<file path="config.mk">
export PLATFORM = sky130hd
export DESIGN_NAME = instr_sequencer_flat
export DESIGN_NICKNAME = d
export VERILOG_FILES = /design/src/rtl/cpu_pkg.sv /design/src/rtl/instr_sequencer_if.sv /design/src/rtl/opcode_classifier.sv /design/src/rtl/instr_sequencer.sv /design/src/flat_wrapper.sv
export SDC_FILE = /design/constraint.sdc
export NUM_CORES = 1
export LEC_CHECK = 0
export CORE_MARGIN = 5
export CORE_UTILIZATION = 45
export DETAILED_ROUTE_END_ITERATION = 10
export DONT_BUFFER_PORTS = 1
export GPL_TIMING_DRIVEN = 0
export SYNTH_ARGS = -nofsm -noshare
export SYNTH_HDL_FRONTEND = slang
export SYNTH_SLANG_ARGS = --single-unit
</file>
<file path="constraint.sdc">
create_clock -name clk -period 3.24 [get_ports clk]
set_input_delay 0.162 -clock clk [delete_from_list [all_inputs] [get_ports clk]]
set_output_delay 0.162 -clock clk [all_outputs]
set_load 0.05 [all_outputs]
</file>
<file path="src/rtl/cpu_pkg.sv">
// rtl/cpu_pkg.sv - shared states, RV32I opcodes, trap causes and instruction classes
package cpu_pkg;

    typedef enum logic [2:0] {
        ST_IDLE      = 3'd0,
        ST_FETCH     = 3'd1,
        ST_DECODE    = 3'd2,
        ST_EXECUTE   = 3'd3,
        ST_MEMORY    = 3'd4,
        ST_WRITEBACK = 3'd5,
        ST_HALT      = 3'd6,
        ST_TRAP      = 3'd7
    } state_t;

    typedef enum logic [1:0] {
        TC_NONE    = 2'b00,
        TC_ILLEGAL = 2'b01,
        TC_TIMEOUT = 2'b10
    } trap_cause_t;

    typedef enum logic [2:0] {
        CLS_ALU     = 3'd0,
        CLS_LOAD    = 3'd1,
        CLS_STORE   = 3'd2,
        CLS_BRANCH  = 3'd3,
        CLS_JUMP    = 3'd4,
        CLS_SYSTEM  = 3'd5,
        CLS_ILLEGAL = 3'd6
    } iclass_t;

    localparam logic [6:0] OPC_LOAD   = 7'b0000011;
    localparam logic [6:0] OPC_STORE  = 7'b0100011;
    localparam logic [6:0] OPC_OP     = 7'b0110011;
    localparam logic [6:0] OPC_OP_IMM = 7'b0010011;
    localparam logic [6:0] OPC_BRANCH = 7'b1100011;
    localparam logic [6:0] OPC_JAL    = 7'b1101111;
    localparam logic [6:0] OPC_JALR   = 7'b1100111;
    localparam logic [6:0] OPC_LUI    = 7'b0110111;
    localparam logic [6:0] OPC_AUIPC  = 7'b0010111;
    localparam logic [6:0] OPC_SYSTEM = 7'b1110011;

endpackage

</file>
<file path="src/rtl/instr_sequencer_if.sv">
// rtl/instr_sequencer_if.sv - memory request/acknowledge handshake bundle
interface instr_sequencer_if;
    logic mem_req;
    logic mem_we;
    logic mem_ack;

    modport master (output mem_req, output mem_we, input mem_ack);
    modport slave  (input mem_req, input mem_we, output mem_ack);
endinterface

</file>
<file path="src/rtl/opcode_classifier.sv">
// rtl/opcode_classifier.sv - combinational RV32I opcode to instruction-class map
import cpu_pkg::*;

module opcode_classifier (
    input  logic [6:0] opcode_i,
    output iclass_t    iclass_o
);

    // Map each major opcode onto the class the sequencer branches on
    always_comb begin
        iclass_o = CLS_ILLEGAL;
        case (opcode_i)
            OPC_LOAD:                                iclass_o = CLS_LOAD;
            OPC_STORE:                               iclass_o = CLS_STORE;
            OPC_OP, OPC_OP_IMM, OPC_LUI, OPC_AUIPC:  iclass_o = CLS_ALU;
            OPC_BRANCH:                              iclass_o = CLS_BRANCH;
            OPC_JAL, OPC_JALR:                       iclass_o = CLS_JUMP;
            OPC_SYSTEM:                              iclass_o = CLS_SYSTEM;
            default:                                 iclass_o = CLS_ILLEGAL;
        endcase
    end

endmodule

</file>
<file path="src/rtl/instr_sequencer.sv">
// rtl/instr_sequencer.sv - multi-cycle RV32I control sequencer; INSTR_SEQUENCER_PERF_EN adds instret
import cpu_pkg::*;

module instr_sequencer #(
    parameter int          TIMEOUT_CYCLES = 16,
    parameter logic [31:0] START_PC       = 32'h0000_0000
) (
    input  logic                clk,
    input  logic                rst,
    input  logic                start,
    input  logic [6:0]          opcode,
    input  logic                branch_taken,
    instr_sequencer_if.master   mem,
    output logic                ir_write,
    output logic                pc_write,
    output logic                pc_branch,
    output logic                reg_write,
    output logic [31:0]         pc_reset_val,
    output logic                busy,
    output logic                trap,
    output logic [1:0]          trap_cause,
    output logic [2:0]          state
`ifdef INSTR_SEQUENCER_PERF_EN
    ,
    output logic [31:0]         instret
`endif
);

    localparam logic [7:0] TIMEOUT_LIM = 8'(TIMEOUT_CYCLES);

    state_t      state_q, state_d;
    iclass_t     class_q, class_d, dec_class;
    trap_cause_t cause_q, cause_d;
    logic [7:0]  wait_q, wait_d;
    logic        mem_req_c, mem_we_c;
    logic        timeout_hit;

    opcode_classifier u_classifier (
        .opcode_i (opcode),
        .iclass_o (dec_class)
    );

    // The wait counter already holds the cycles spent so far, so this cycle is the last allowed
    assign timeout_hit = ((wait_q + 8'd1) == TIMEOUT_LIM);

    // State, decoded class, trap cause and wait counter registers
    always_ff @(posedge clk or negedge rst) begin
        if (!rst) begin
            state_q <= ST_IDLE;
            class_q <= CLS_ALU;
            cause_q <= TC_NONE;
            wait_q  <= '0;
        end else begin
            state_q <= state_d;
            class_q <= class_d;
            cause_q <= cause_d;
            wait_q  <= wait_d;
        end
    end

    // Next-state and strobe decode; acknowledge wins over timeout in the same cycle
    always_comb begin
        state_d   = state_q;
        class_d   = class_q;
        cause_d   = cause_q;
        wait_d    = '0;
        mem_req_c = 1'b0;
        mem_we_c  = 1'b0;
        ir_write  = 1'b0;
        pc_write  = 1'b0;
        pc_branch = 1'b0;
        reg_write = 1'b0;
        case (state_q)
            ST_IDLE: begin
                if (start) state_d = ST_FETCH;
            end
            ST_FETCH: begin
                mem_req_c = 1'b1;
                if (mem.mem_ack) begin
                    ir_write = 1'b1;
                    state_d  = ST_DECODE;
                end else if (timeout_hit) begin
                    state_d = ST_TRAP;
                    cause_d = TC_TIMEOUT;
                end else begin
                    wait_d = wait_q + 8'd1;
                end
            end
            ST_DECODE: begin
                class_d = dec_class;
                case (dec_class)
                    CLS_SYSTEM:  state_d = ST_HALT;
                    CLS_ILLEGAL: begin
                        state_d = ST_TRAP;
                        cause_d = TC_ILLEGAL;
                    end
                    default:     state_d = ST_EXECUTE;
                endcase
            end
            ST_EXECUTE: begin
                case (class_q)
                    CLS_LOAD, CLS_STORE: state_d = ST_MEMORY;
                    CLS_BRANCH: begin
                        pc_write  = 1'b1;
                        pc_branch = branch_taken;
                        state_d   = ST_FETCH;
                    end
                    default:             state_d = ST_WRITEBACK;
                endcase
            end
            ST_MEMORY: begin
                mem_req_c = 1'b1;
                mem_we_c  = (class_q == CLS_STORE);
                if (mem.mem_ack) begin
                    if (class_q == CLS_STORE) begin
                        pc_write = 1'b1;
                        state_d  = ST_FETCH;
                    end else begin
                        state_d  = ST_WRITEBACK;
                    end
                end else if (timeout_hit) begin
                    state_d = ST_TRAP;
                    cause_d = TC_TIMEOUT;
                end else begin
                    wait_d = wait_q + 8'd1;
                end
            end
            ST_WRITEBACK: begin
                reg_write = 1'b1;
                pc_write  = 1'b1;
                pc_branch = (class_q == CLS_JUMP);
                state_d   = ST_FETCH;
            end
            ST_HALT, ST_TRAP: begin
                state_d = state_q;
            end
            default: state_d = ST_IDLE;
        endcase
    end

    assign mem.mem_req  = mem_req_c;
    assign mem.mem_we   = mem_we_c;
    assign pc_reset_val = START_PC;
    assign busy         = !(state_q inside {ST_IDLE, ST_HALT, ST_TRAP});
    assign trap         = (state_q == ST_TRAP);
    assign trap_cause   = cause_q;
    assign state        = state_q;

`ifdef INSTR_SEQUENCER_PERF_EN
    logic [31:0] instret_q;

    // Count an instruction as retired whenever control returns to FETCH after executing it
    always_ff @(posedge clk or negedge rst) begin
        if (!rst) begin
            instret_q <= '0;
        end else if (state_d == ST_FETCH &&
                     (state_q inside {ST_EXECUTE, ST_MEMORY, ST_WRITEBACK})) begin
            instret_q <= instret_q + 32'd1;
        end
    end

    assign instret = instret_q;
`endif

endmodule
</file>
<file path="src/flat_wrapper.sv">
// flat-port wrapper written by rule: the top's interface ports become plain ports
module instr_sequencer_flat 
#(
    parameter int          TIMEOUT_CYCLES = 16,
    parameter logic [31:0] START_PC       = 32'h0000_0000
)
  (clk, rst, start, opcode, branch_taken, ir_write, pc_write, pc_branch, reg_write, pc_reset_val, busy, trap, trap_cause, state, mem_mem_req, mem_mem_we, mem_mem_ack);
  instr_sequencer_if mem_i ();
  input  logic clk;
  input  logic rst;
  input  logic start;
  input  logic [6:0] opcode;
  input  logic branch_taken;
  output logic ir_write;
  output logic pc_write;
  output logic pc_branch;
  output logic reg_write;
  output logic [31:0] pc_reset_val;
  output logic busy;
  output logic trap;
  output logic [1:0] trap_cause;
  output logic [2:0] state;
  output wire logic [$bits(mem_i.mem_req)-1:0] mem_mem_req;
  output wire logic [$bits(mem_i.mem_we)-1:0] mem_mem_we;
  input wire logic [$bits(mem_i.mem_ack)-1:0] mem_mem_ack;
  assign mem_mem_req = mem_i.mem_req;
  assign mem_mem_we = mem_i.mem_we;
  assign mem_i.mem_ack = mem_mem_ack;
  instr_sequencer #(.TIMEOUT_CYCLES(TIMEOUT_CYCLES), .START_PC(START_PC)) u_core (.clk(clk), .rst(rst), .start(start), .opcode(opcode), .branch_taken(branch_taken), .mem(mem_i), .ir_write(ir_write), .pc_write(pc_write), .pc_branch(pc_branch), .reg_write(reg_write), .pc_reset_val(pc_reset_val), .busy(busy), .trap(trap), .trap_cause(trap_cause), .state(state));
endmodule
</file>
==> out/results.env, run 1 <==
CP_SLOWEST_CELL='a21oi_1'
WORSTPATHBUFFERINVERTERCOUNT=0
DETAILROUTE.VIA_COUNT=1035
AREA_GROWTH_SYN_TO_LAYOUT_PCT=16.4
INITIAL_UTILIZATION=0.471
POWER_LEAKAGE_nW=0.743
TIMING.CRITICAL_PATH.REQUIRED_NS=3.43
YS_FF_LATCH=16
CRIT_PATH_MAX_INCR_DELAY_NS=0.94
SETUP_VIOL_COUNT_FINAL=0
CTS.REPAIR_TIMING.SETUP_BUFFER_COUNT=0
MULTI_INPUT_COMB_AREA_UM2=729
DRT-TOTAL-WL_UM=2630
PLACE_HPWL_UM=2130
DESIGN_AREA_UM2=1510
ANT_NETS=0
ACHIEVABLE_FREQ_MHz=368
SYNTHARSTFLOPSHARE=1.00
PEAKVDDDROP_V=0.000658
FF2FF_SETUP_SLACK_NS=0.52
CP_NUM_CELLS=4
NUMBER_OF_DRC_MARKERS_IN_ITERATION_0=49
TIMING.SETUP.CRITICAL_PATH_CLASS='flop to flop'
SYNTH.YOSYS.SEQ_AREA_SHARE=0.309
CLOCK-SINKS=16
POSTSYNTHCELLCOUNT=146
WORSTHOLDSTART='opcode[2]'
CAP_VIOL_MAX_COUNT=0
DIEWIDTH_UM=63.7
NNETSFINAL=196
MET2_WIRELENGTH_UM=1190
LEADING_CELL_TYPES_IN_THE_LAYOUT_FILL_AND_TAPS_EXCLUDED='buf_4, conb_1, dfrtp_1'
DETAIL_ROUTE.VIAS_PER_CELL=4.86
CLK_PIN_SLEW_NS=0.09
HIGHEST-SIGNAL-LAYER='met4'
FILLER_CELLS=269
POST_SYNTH_INSTANCE_AREA_UM2=1300
CORE_REGION_AREA_UM2=2760
SYN_AVG_CELL_AREA_UM2=8.89
END_OF_THE_CRITICAL_PATH='u_core.wait_q[0]'
GP_CONGESTION=0.772
CLOCKBUFFERDEPTH=2
ROWS=19
CRITICAL_REGISTER_TO_REGISTER_PATH_STARTPOINT='u_core.state[2]'
CELLPOWERDENSITY_nW_PER_UM2=742
NUMBER_OF_DETAILED_ROUTE_ITERATIONS_IN_THE_FIRST_PASS=4
SYNTH_ENABLE_FLOP_CELLS=0
CRITICAL_PATH.CELL_CHAIN='nand2b_2 > a21oi_1 > nand2b_1 > nor3_1'
FIN_CELLS=213
YOSYS.CELL_TYPES.COUNT=48
CTS-ROOT-BUF='clkbuf_4'
DETAILROUTE.WIRELENGTH.MET3_UM=256
DRC=0
SETUP.WORST_PATH.START='u_core.state[2]'
FINALCRITPERIODSHARE=0.840
FINAL-MAX-SLEW-VIOLATION-COUNT=0
TOTAL_POWER_mW=1.12
REPORT.FINAL.HOLD_VIOL_COUNT=0
UTILIZATION=0.548
GRT_REMAINING_OVERFLOW=0
DPL.CELL_COUNT=208
TRITONCTS='built'
SYNTH.TOP_CELLS.BY_AREA='dfrtp_1, buf_4, xnor2_1'
VIAS_IN_THE_FIRST_GLOBAL_ROUTE=948
IOS=57
NUMBER_OF_ANTENNA_VIOLATIONS_AT_THE_FIRST_CHECK_IN_GLOBAL_ROUTING=0
CP_MAX_FO=10
MAX_SLEW.WORST_PIN.SLEW_NS=1.19
PRE_CTS_SLACK_NS=0.527
STATUS='finished clean'
TIGHTEST_SLEW_MARGIN_RELATIVE_TO_THE_LIMIT=0.200
MIN_PERIOD_NS=2.72
DETAILED_PLACE.AREA_UM2=1460
INSERTION_DELAY_NS=0.27
DRIVE_GT1_FRAC=0.269
GRT_FIRST_PASS_WIRELENGTH_UM=4320
STARTPOINT_TYPE='flop'
CPLARGESTDELAYFAMILY='simple AND/OR/NAND/NOR gates'
PORT_BUFFERS=0
SYNTHDOMINANTCELLAREASHARE=0.309
FLOORPLAN.DIE_AREA_UM2=4060
DIEHEIGHT_UM=63.7
FINALWORSTSETUPSLACK_NS=0.519
CRIT_ARRIVAL_NS=2.91
GRT_START_MAX_NET_PINS=17
HOLD_CLASS='input port to flop'
SYNTH-WARNING-COUNT=0
HOLD_WS_NS=0.0651
HTREEDEPTH=1
SETUP-TNS-FINAL_NS=0
SYNTH.LARGEST_AREA_CELL='dfrtp_1'
TIMING.RR.END='u_core.wait_q[0]'
TRITONCTS.NUM_BUFFERS=3
ROUTE.LAYER.MET1.WL_UM=1150
POSTSYNTH.TOPFLOPCELL='dfrtp_1'
WORST_SETUP_PATH_END_KIND='flop'
SEQ_AREA_UM2=400
DETAIL_ROUTE.WL_PER_CELL_UM=12.3
GRT_USAGE=0.128
FINCLKSKEW_NS=0.00152
ANTENNA_CELLS=0
UNREPAIRED_SETUP_ENDPOINTS_AFTER_GLOBAL_ROUTING='no'
REG2REG_DEPTH=4
## worst min-delay path by stage
stage,endpoint,slack [ns],cells after the start
floorplan,u_core.class_q[0],-0.13,0
finish,u_core.class_q[0],0.07,2
global placement,u_core.state[0],-0.13,0
CTS,u_core.class_q[0],0.06,2
detailed placement,u_core.state[0],-0.13,0
global route,u_core.class_q[0],0.05,2
## metal layers
layer | vias up | GRT usage
met3 | 2 | 0.0391
met4 | 0 | 0.0390
met5 | - | 0
li1 | 526 | -
met1 | 463 | 0.160
met2 | 44 | 0.211
## synth_stat cells (4+ instances only)
master     n
a21oi_1    4
o21ai_0    4
dfrtp_1   16
xnor2_1    4
nand2_1    8
and2_1     4
nor3_1     6
nand2b_1   5
buf_4     32
nor2_1     8
## power by group
part	internal (mW)	switching [mW]	leakage (nW)
sequential	0.245	0.138	0.206
combinational	0.186	0.425	0.516
clock	0.0682	0.0596	0.0210
## flip-flops by register name, summed over array words and instances, names as in the netlist
signal / flops
u_core.class_q: 3
u_core.trap_cause: 2
u_core.wait_q: 8
u_core.state: 3
## kinds of logic (layout without fill, tap and decap cells)
kind of cell,count (synthesis),after routing,synth area share
and+or+nand+nor,57,57,0.257
buffers and inverters,39,44,0.228
AOI/OAI and AO/OA,25,25,0.147
DFF,16,16,0.309
xor gates and xnor gates,7,7,0.0473
adders and majority gates,1,1,0.00964
other,1,32,0.00289
## cell type report
| cell class | count | area share |
|---|---|---|
| Multi-Input combinational cell | 122 | 0.483 |
| Sequential cell | 16 | 0.265 |
| Buffer | 36 | 0.188 |
| Tap cell | 31 | 0.0257 |
| Clock buffer | 4 | 0.0240 |
| Inverter | 3 | 0.00746 |
| Timing Repair Buffer | 1 | 0.00663 |
## worst register-to-register path, stage by stage (launching register included)
cell      delay [ns]
dfrtp_1         0.65
nand2b_2        0.39
a21oi_1         0.94
nand2b_1        0.40
nor3_1          0.26
## timing repair
| action | 4_1_cts | 5_1_grt |
|---|---|---|
| hold buffers | 1 | 0 |
| endpoints found under the hold margin | 16 | 0 |
| gates resized for setup | 0 | 0 |
| setup endpoints to repair | 0 | 0 |
Note: power is estimated with default switching activity, not from simulation.
==> run 2: changes to the inputs <==
==> constraint.sdc (replaced) <==
create_clock -name clk -period 2.3 [get_ports clk]
set_input_delay 0.115 -clock clk [delete_from_list [all_inputs] [get_ports clk]]
set_output_delay 0.115 -clock clk [all_outputs]
set_load 0.05 [all_outputs]
==> run 2 against run 1 <==
  * Cell count increased by 0.47%
  * Sequential cell count unchanged
  * Global-route usage increased by 1.2 points
  * Combinational power increased by 49%
  * Non-clock buffer count increased by 2
  * Clock power increased by 13%
  * Clock skew increased by 0.0025 ns
  * Core utilization increased by 1.4 points
  * Final area increased by 2.5%
  * Sequential share of layout area decreased by 0.56 points
  * Critical path depth decreased by 1
==> out/results.env, run 2 (same netlist as run 1, synthesis figures left out) <==
CORE_REGION_AREA_UM2=2760  # unchanged
MIN_PERIOD_NS=2.15
ROWS=19  # unchanged
DESIGN_AREA_UM2=1550  # +2.5%
LEADING_CELL_TYPES_IN_THE_LAYOUT_FILL_AND_TAPS_EXCLUDED='buf_4, conb_1, dfrtp_1'
FINCLKSKEW_NS=0.00397  # +0.00245 ns
WORSTHOLDSTART='opcode[3]'
DRIVE_GT1_FRAC=0.290  # +0.0204
PEAKVDDDROP_V=0.000668  # +1.5%
PLACE_HPWL_UM=2090  # -1.9%
CTS.REPAIR_TIMING.SETUP_BUFFER_COUNT=0  # unchanged
TIMING.CRITICAL_PATH.REQUIRED_NS=2.18  # -1.25 ns
NUMBER_OF_DRC_MARKERS_IN_ITERATION_0=21  # -57%
CRIT_ARRIVAL_NS=2.03  # -0.88 ns
NNETSFINAL=198  # +1.0%
CLOCK-SINKS=16  # unchanged
MAX_SLEW.WORST_PIN.SLEW_NS=0.843  # -0.346 ns
CRITICAL_REGISTER_TO_REGISTER_PATH_STARTPOINT='u_core.state[0]'
HTREEDEPTH=1  # unchanged
INSERTION_DELAY_NS=0.28  # about the same
DETAILROUTE.VIA_COUNT=1063  # +2.7%
MULTI_INPUT_COMB_AREA_UM2=759  # +4.1%
PORT_BUFFERS=0  # unchanged
CP_MAX_FO=9  # -1
POWER_REPORT.INTERNAL_TOTAL_mW=0.689  # +38%
DETAIL_ROUTE.WL_PER_CELL_UM=12.3  # about the same
NUMBER_OF_ANTENNA_VIOLATIONS_AT_THE_FIRST_CHECK_IN_GLOBAL_ROUTING=0  # unchanged
ANT_NETS=0  # unchanged
SWSHARE=0.569  # +0.0139
REPORT.FINAL.HOLD_VIOL_COUNT=0  # unchanged
HOLD_CLASS='input port to flop'
COMB_POWER_SHARE=0.568  # +0.023
SEQUENTIALPOWERSHARE=0.342  # about the same
DETAIL_ROUTE.VIAS_PER_CELL=4.97  # +2.2%
DETAILED_PLACE.AREA_UM2=1470  # +0.26%
ANTENNA_CELLS=0  # unchanged
TOTAL_POWER_mW=1.60  # +43%
TRITONCTS='built'
SETUP_VIOL_COUNT_FINAL=0  # unchanged
AREA_GROWTH_SYN_TO_LAYOUT_PCT=19.3
MAX_FLOP_REGISTER='u_core.wait_q'
GRT_START_MAX_NET_PINS=17  # unchanged
DRC=0  # unchanged
CELLPOWERDENSITY_nW_PER_UM2=1030  # +39%
VIAS_IN_THE_FIRST_GLOBAL_ROUTE=1048  # +11%
GRT_FIRST_PASS_WIRELENGTH_UM=4730  # +9.4%
TIMING.SETUP.CRITICAL_PATH_CLASS='flop to primary output'
DIEWIDTH_UM=63.7  # unchanged
CLOCK_POWER_SHARE=0.090  # -0.024
FILLER_CELLS=260  # -3.3%
LARGEST_REG_FLOPS=8  # unchanged
FLOORPLAN.DIE_AREA_UM2=4060  # unchanged
GRT_REMAINING_OVERFLOW=0  # unchanged
TRITONCTS.NUM_BUFFERS=3  # unchanged
TIGHTEST_SLEW_MARGIN_RELATIVE_TO_THE_LIMIT=0.435  # +0.235
ACHIEVABLE_FREQ_MHz=466
CLK_PIN_SLEW_NS=0.09  # about the same
STARTPOINT_TYPE='flop'
POWER_LEAKAGE_nW=0.745  # +0.26%
SWITCHING_POWER_mW=0.910  # +46%
FINAL-MAX-SLEW-VIOLATION-COUNT=0  # unchanged
SEQ_AREA_UM2=402  # +0.31%
SETUP-TNS-FINAL_NS=0  # unchanged
STATUS='finished clean'
GRT_USAGE=0.140  # +0.0116
IOS=57  # unchanged
NUMBER_OF_DETAILED_ROUTE_ITERATIONS_IN_THE_FIRST_PASS=4  # unchanged
CLOCKBUFFERDEPTH=2  # unchanged
SETUP.WORST_PATH.START='u_core.state[1]'
CTS-ROOT-BUF='clkbuf_4'
GP_CONGESTION=0.738  # -4.3%
DIEHEIGHT_UM=63.7  # unchanged
FINALCRITPERIODSHARE=0.933
DRT-TOTAL-WL_UM=2640  # +0.49%
INITIAL_UTILIZATION=0.471  # unchanged
CAP_VIOL_MAX_COUNT=0  # unchanged
UNREPAIRED_SETUP_ENDPOINTS_AFTER_GLOBAL_ROUTING='no'
WORST_SETUP_PATH_END_KIND='primary output'
## run 2: cell count changes in the layout (fill, tap and decap cells not counted), sizes merged
cell / previous run / this run
clkbuf: 6 / 5
dlygate4sd3: 1 / 3
## run 2: critical path, cell delays in order, from the launching register on
cell	delay, ns
dfrtp_1	0.58
buf_6	0.24
nand2b_1	0.26
nor4_4	0.67
## run 2: stage by stage
| stage | worst slack (ns) | cells | hold slack [ns] | utilization |
|---|---|---|---|---|
| after floorplan | 0.0219 | 177 | -0.181 | - |
| after detailed placement | -0.0257 | 208 | -0.180 | 0.532 |
| after global placement | -0.111 | 208 | -0.180 | 0.530 |
| final | 0.154 | 214 | 0.0381 | 0.561 |
| after CTS | -0.00444 | 214 | 0.0331 | 0.559 |
| after global routing | 0.0355 | 214 | 0.0262 | 0.561 |
## run 2: layout make-up
type | count | share of cell area
multi-input cells | 122 | 0.491
flip-flops and latches | 16 | 0.259
plain buffers | 36 | 0.184
well taps | 31 | 0.0251
repair buffers | 3 | 0.0194
clock buffers | 3 | 0.0146
inverters | 3 | 0.00728
## run 2: power groups by stage
stage / Clock (mW) / Combinational, mW / Sequential, mW
6_report: 0.144 / 0.909 / 0.546
5_1_grt: 0.168 / 0.986 / 0.565
4_1_cts: 0.150 / 0.900 / 0.544
3_5_place_dp: 0 / 0.855 / 0.547
3_3_place_gp: 0 / 0.841 / 0.543
2_1_floorplan: 0 / 0.770 / 0.524
## run 2: path summary, 6_finish.rpt
| kind | end | cells past startpoint | slack, ns |
|---|---|---|---|
| worst max-delay path | mem_mem_we | 3 | 0.15 |
| worst max register to register | u_core.wait_q[4] | 4 | 0.34 |
| min in group asynchronous | u_core.wait_q[3] | 1 | 0.32 |
| worst min register to register | u_core.wait_q[0] | 1 | 0.53 |
| max in group asynchronous | u_core.state[2] | 1 | 1.47 |
| worst min-delay path | u_core.class_q[2] | 2 | 0.04 |
## run 2: metal layers
layer / global-route usage / share of wire
met5: 0 / 0
met1: 0.187 / 0.45
met3: 0.0497 / 0.10
met2: 0.212 / 0.44
met4: 0.0390 / 0.0083
## run 2: repair_timing
item                                   CTS  global route
endpoints found under the hold margin   17             0
resized for setup                        3             3
setup endpoints to repair                4             5
hold buffers                             3             0
